`config.mk`:
```
export PLATFORM = sky130hd
export DESIGN_NAME = elevator_scan_ctrl
export DESIGN_NICKNAME = d
export VERILOG_FILES = /design/src/rtl/elevator_pkg.sv /design/src/rtl/elev_timer.sv /design/src/rtl/elevator_scan_ctrl.sv
export SDC_FILE = /design/constraint.sdc
export NUM_CORES = 1
export LEC_CHECK = 0
export BUFFER_PORTS_ARGS = -buffer_cell sky130_fd_sc_hd__buf_2
export CORE_AREA = 10 10 68 70
export CTS_BUF_LIST = sky130_fd_sc_hd__clkbuf_8
export CTS_CLUSTER_DIAMETER = 30
export DETAILED_ROUTE_END_ITERATION = 16
export DIE_AREA = 0 0 78 80
export PLACE_DENSITY_LB_ADDON = 0.05
export SLEW_MARGIN = 10
export SYNTH_ARGS = -nofsm -noshare
export SYNTH_HDL_FRONTEND = slang
export SYNTH_SLANG_ARGS = --single-unit
export TNS_END_PERCENT = 20
```
`constraint.sdc`:
```
create_clock -name clk -period 7.9 [get_ports clk]
set_clock_uncertainty 0.1 [all_clocks]
set_input_delay 1.58 -clock clk [delete_from_list [all_inputs] [get_ports clk]]
set_output_delay 1.58 -clock clk [all_outputs]
set_load 0.02 [all_outputs]
```
`src/rtl/elevator_pkg.sv`:
```
// Shared definitions for the elevator SCAN controller.
//   elev_state_t : controller state encoding
//   ELEV_DEF_*   : default parameter values used by elevator_scan_ctrl
//   elev_max     : helper used to size the shared timer
package elevator_pkg;

  typedef enum logic [1:0] {
    S_IDLE      = 2'd0,
    S_MOVE_UP   = 2'd1,
    S_MOVE_DOWN = 2'd2,
    S_DOOR      = 2'd3
  } elev_state_t;

  localparam int ELEV_DEF_N_FLOORS    = 8;
  localparam int ELEV_DEF_MOVE_CYCLES = 4;
  localparam int ELEV_DEF_DOOR_CYCLES = 3;

  function automatic int elev_max(input int a, input int b);
    return (a > b) ? a : b;
  endfunction

endpackage

```
`src/rtl/elev_timer.sv`:
```
// Loadable down-counter shared by the travel and door-dwell phases.
//   clk, rst  : clock, synchronous active-high reset (count cleared)
//   load      : load load_val this cycle (takes priority over counting)
//   load_val  : value to load
//   done      : high during the last cycle of a loaded interval (count == 1)
module elev_timer #(
  parameter int TW = 3
) (
  input  logic          clk,
  input  logic          rst,
  input  logic          load,
  input  logic [TW-1:0] load_val,
  output logic          done
);

  logic [TW-1:0] cnt;

  always_ff @(posedge clk) begin
    if (rst) begin
      cnt <= '0;
    end else if (load) begin
      cnt <= load_val;
    end else if (cnt != '0) begin
      cnt <= cnt - TW'(1);
    end
  end

  // A value of N loaded at one edge yields done in the Nth following cycle.
  assign done = (cnt == TW'(1));

endmodule

```
`src/rtl/elevator_scan_ctrl.sv`:
```
// Single-car elevator controller using the SCAN (elevator) algorithm.
//   clk, rst   : clock, synchronous active-high reset
//   req_valid  : a floor request is present this cycle
//   req_floor  : requested floor (values >= N_FLOORS are ignored)
//   door_hold  : (only when ELEV_DOOR_HOLD_EN is defined) keeps the door open
//   floor_pos  : current floor
//   pending    : latched requests, one bit per floor
//   dir_up     : travel direction, 1 = up
//   moving     : car is travelling
//   door_open  : door is open
//   arrive     : one-cycle pulse in the first door-open cycle
// Build option: define ELEV_DOOR_HOLD_EN to add the door_hold input.
module elevator_scan_ctrl
  import elevator_pkg::*;
#(
  parameter int  N_FLOORS    = ELEV_DEF_N_FLOORS,
  parameter int  MOVE_CYCLES = ELEV_DEF_MOVE_CYCLES,
  parameter int  DOOR_CYCLES = ELEV_DEF_DOOR_CYCLES,
  localparam int FW          = $clog2(N_FLOORS)
) (
  input  logic                clk,
  input  logic                rst,
  input  logic                req_valid,
  input  logic [FW-1:0]       req_floor,
`ifdef ELEV_DOOR_HOLD_EN
  input  logic                door_hold,
`endif
  output logic [FW-1:0]       floor_pos,
  output logic [N_FLOORS-1:0] pending,
  output logic                dir_up,
  output logic                moving,
  output logic                door_open,
  output logic                arrive
);

  localparam int            TW     = $clog2(elev_max(MOVE_CYCLES, DOOR_CYCLES) + 1);
  localparam logic [TW-1:0] MOVE_T = TW'(MOVE_CYCLES);
  localparam logic [TW-1:0] DOOR_T = TW'(DOOR_CYCLES);

  elev_state_t         state, state_nxt;
  logic [FW-1:0]       floor_nxt, step_floor;
  logic [N_FLOORS-1:0] pending_nxt, above_mask, below_mask, set_mask, clr_mask;
  logic                any_above, any_below;
  logic                dir_nxt, door_entry, hold;
  logic                tmr_load, tmr_done;
  logic [TW-1:0]       tmr_val;

`ifdef ELEV_DOOR_HOLD_EN
  assign hold = door_hold;
`else
  assign hold = 1'b0;
`endif

  // Floors above/below the car, and the incoming request as a one-hot mask.
  // Out-of-range request indices never match any floor and drop out here.
  always_comb begin
    above_mask = '0;
    below_mask = '0;
    set_mask   = '0;
    for (int i = 0; i < N_FLOORS; i++) begin
      above_mask[i] = (FW'(i) > floor_pos);
      below_mask[i] = (FW'(i) < floor_pos);
      set_mask[i]   = req_valid && (FW'(i) == req_floor);
    end
  end

  assign any_above  = |(pending & above_mask);
  assign any_below  = |(pending & below_mask);
  assign step_floor = (state == S_MOVE_UP) ? floor_pos + FW'(1) : floor_pos - FW'(1);

  always_comb begin
    state_nxt  = state;
    floor_nxt  = floor_pos;
    dir_nxt    = dir_up;
    door_entry = 1'b0;
    tmr_load   = 1'b0;
    tmr_val    = MOVE_T;
    case (state)
      S_IDLE: begin
        if (pending[floor_pos]) begin
          state_nxt  = S_DOOR;
          door_entry = 1'b1;
          tmr_load   = 1'b1;
          tmr_val    = DOOR_T;
        end else if (any_above) begin
          state_nxt = S_MOVE_UP;
          dir_nxt   = 1'b1;
          tmr_load  = 1'b1;
        end else if (any_below) begin
          state_nxt = S_MOVE_DOWN;
          dir_nxt   = 1'b0;
          tmr_load  = 1'b1;
        end
      end
      S_MOVE_UP, S_MOVE_DOWN: begin
        if (tmr_done) begin
          floor_nxt = step_floor;
          tmr_load  = 1'b1;
          if (pending[step_floor]) begin
            state_nxt  = S_DOOR;
            door_entry = 1'b1;
            tmr_val    = DOOR_T;
          end
        end
      end
      S_DOOR: begin
        if (hold) begin
          tmr_load = 1'b1;
          tmr_val  = DOOR_T;
        end else if (tmr_done) begin
          // SCAN: keep going the current way while work remains there.
          if (dir_up ? any_above : any_below) begin
            state_nxt = dir_up ? S_MOVE_UP : S_MOVE_DOWN;
            tmr_load  = 1'b1;
          end else if (dir_up ? any_below : any_above) begin
            dir_nxt   = ~dir_up;
            state_nxt = dir_up ? S_MOVE_DOWN : S_MOVE_UP;
            tmr_load  = 1'b1;
          end else begin
            state_nxt = S_IDLE;
          end
        end
      end
      default: state_nxt = S_IDLE;
    endcase
  end

  // The served floor is cleared on door entry and held clear while the door
  // is open, so a request for it is absorbed. Requests for other floors are
  // unaffected by the clear.
  always_comb begin
    clr_mask = '0;
    for (int i = 0; i < N_FLOORS; i++) begin
      clr_mask[i] = (door_entry || (state == S_DOOR)) && (FW'(i) == floor_nxt);
    end
  end

  assign pending_nxt = (pending | set_mask) & ~clr_mask;

  always_ff @(posedge clk) begin
    if (rst) begin
      state     <= S_IDLE;
      floor_pos <= '0;
      pending   <= '0;
      dir_up    <= 1'b1;
      arrive    <= 1'b0;
    end else begin
      state     <= state_nxt;
      floor_pos <= floor_nxt;
      pending   <= pending_nxt;
      dir_up    <= dir_nxt;
      arrive    <= door_entry;
    end
  end

  assign moving    = (state == S_MOVE_UP) || (state == S_MOVE_DOWN);
  assign door_open = (state == S_DOOR);

  elev_timer #(
    .TW (TW)
  ) u_timer (
    .clk      (clk),
    .rst      (rst),
    .load     (tmr_load),
    .load_val (tmr_val),
    .done     (tmr_done)
  );

endmodule

```
==> metrics.yaml <==
layout:
  layout-drive-gt1-share_pct: 17.82
  design_area_um2: 1728
  fillers: 342
  nNetsFinal: 222
  n_antenna_cell: 0
  seq_area_um2: 360.3
  fin_cells: 248
  areaGrowthSynthToFinish_pct: 9.516
  multiInputGateArea_um2: 1120
timing:
  setup_viol: 0
  rsz0062_at_grt: "false"
  drv_slew: 0
  timing.final.crit_share_pct: 42.20
  worst_pin_slew_ns: 0.7634
  max_freq_mhz: 299.9
  whs_ns: 0.3947
  setup_tns_ns: 0
  fin_crit_ns: 3.334
  final_hold_viol_count: 0
  relSlewSlack_pct: 48.80
clocking:
  numCtsBuffers: 3
  postCtsSetupBuffers: 0
  cts_hold_buf: 0
  post_cts_resized: 0
  root_buffer: "clkbuf_8"
  clock_latency_ns: 0.25
  htreeDepth: 1
  cts_sinks: 18
  clock_path_buffers: 2
  clk_pin_slew_ns: 0.07
  cts_tree: "yes"
yosys:
  synth.top_cells.by_area: "dfxtp_1, ha_1, mux2i_1"
  yosys_warnings: 0
  ys_dominant_reg_cell: "dfxtp_1"
  yosysSeqAreaShare_pct: 22.84
  syn-num-nets: 206
  ys_types: 50
  synth_top_cell_by_area: "dfxtp_1"
  async_flop_share_pct: 0
  synth_cells: 188
  netlist.area_leader.share_pct: 22.84
  synth_seq_cells: 18
  synth_area_um2: 1578
  avgSynthCellArea_um2: 8.392
  synth_edf_count: 0
grt:
  grt_max_degree: 21
  antenna_found_initial: 0
  grt_pass1_wl_um: 6900
  grt_overflow: 0
  grt_usage_pct: 13.32
  grt_pass1_vias: 1412
min_path:
  min_from: "state[1]"
  hp-class: "reg2reg"
place:
  place_area_um2: 1687
  port-buffer-count: 20
  post-dp-hpwl_um: 3134
  gp_congestion: 0.8797
  placed_cells: 245
critical_path:
  cp-start-kind: "flop"
  crit_fanout: 15
  crit_arrival_ns: 3.39
  startpoint: "floor_pos[1]"
  r2r_start: "floor_pos[1]"
  critical_path_class: "reg2reg"
  worstPathRequired_ns: 7.96
  end_kind: "flop"
power:
  total_power_mw: 0.4826
  ir_drop_v: 0.0001320
  cellPowerDensity_nw_per_um2: 279.3
  power.leakage_nw: 0.6978
die:
  start_util_pct: 48.04
  dieArea_um2: 6240
  ios: 21
  fp.dieW_um: 78
  core_region_area_um2: 3284
  dieHeight_um: 80
  num_rows: 21
detailed_routing:
  drt_iter0_markers: 106
  drc_errors: 0
  wire_per_inst_um: 16.79
  num_vias: 1478
  dr.pass1.iters: 4
  via_per_inst: 5.960
  drtAntennaViolNets: 0
  wirelength_um: 4165
flow_run:
  cap_violations: 0
status:
  status: "finished, final reports clean"
-- final timing paths --
path | to | slack (ns) | cells past startpoint
worst max-delay path | pending[7] | 4.57 | 8
worst min-delay path | state[1] | 0.39 | 2
worst max register to register | pending[7] | 4.57 | 8
worst min register to register | state[1] | 0.39 | 2
-- critical path, cell delays in order, from the launching register on --
cell      delay, ns
dfxtp_1        0.69
inv_1          0.20
ha_1           0.27
xor2_1         0.27
mux4_2         0.53
a21oi_1        0.32
nand2_1        0.12
a311o_1        0.45
a311oi_1       0.28
-- synth_stat cells (all sizes together), types with 2 or more instances --
master / n
a21o: 2
a22o: 2
mux2i: 10
o22ai: 2
a211oi: 8
a21boi: 2
nand2: 11
dfxtp: 18
buf: 3
nor2b: 11
a31oi: 7
ha: 12
clkbuf: 7
nand3: 4
or2: 2
mux4: 3
a21oi: 12
nor2: 20
o21ai: 3
a311oi: 9
nand2b: 5
inv: 11
nor3: 2
-- flip-flops by register name, summed over array words and instances, names as in the netlist --
| name | count |
|---|---|
| arrive | 1 |
| floor_pos | 3 |
| dir_up | 1 |
| u_timer.cnt | 3 |
| pending | 8 |
| state | 2 |
-- cell type report --
cell class                      count  area share [%]
Clock buffer                        3           2.390
Inverter                           11           2.390
Multi-Input combinational cell    149           64.81
Sequential cell                    18           20.85
Tap cell                           46           3.331
Timing Repair Buffer               21           6.227
-- power by group --
part / total, mW / switching, mW / internal, mW
logic: 0.286 / 0.170 / 0.116
clock network: 0.0648 / 0.0308 / 0.0339
registers: 0.132 / 0.0255 / 0.106
total: 0.483 / 0.227 / 0.256
-- stage by stage --
step                utilization (%)  setup slack [ns]
floorplan                         -             5.001
global placement              51.35             4.784
detailed placement            51.35             4.639
CTS                           52.61             4.616
global route                  52.61             4.367
finish                        52.61             4.566
-- placed cells by master (no fill, tap or decap), drive strengths merged, types with 2 or more instances in the layout --
cell type	instances
buf	21
nor2	20
dfxtp	18
ha	12
a21oi	12
nor2b	11
nand2	11
inv	11
mux2i	10
a311oi	9
a211oi	8
a31oi	7
nand2b	5
nand3	4
mux4	3
o21ai	3
clkbuf	3
nor3	2
or2	2
a22o	2
o22ai	2
a21o	2
a21boi	2
-- cell families after synthesis --
logic type               synth area share (%)
AO/OA/AOI/OAI                           30.21
flip-flops                              22.84
XOR/XNOR                                1.110
multiplexers                            11.34
AND/OR/NAND/NOR                         18.80
adder cells (fa/ha/maj)                 9.516
buffers and inverters                   6.186
-- layer usage --
metal	GRT usage, %	vias to the layer above	share of wire (%)
met5	0	-	0
met3	2.703	4	4.8
met4	2.867	0	0.74
met2	22.64	33	46
li1	-	737	-
met1	16.93	704	48
No activity file was read; power rests on OpenSTA's default activity.
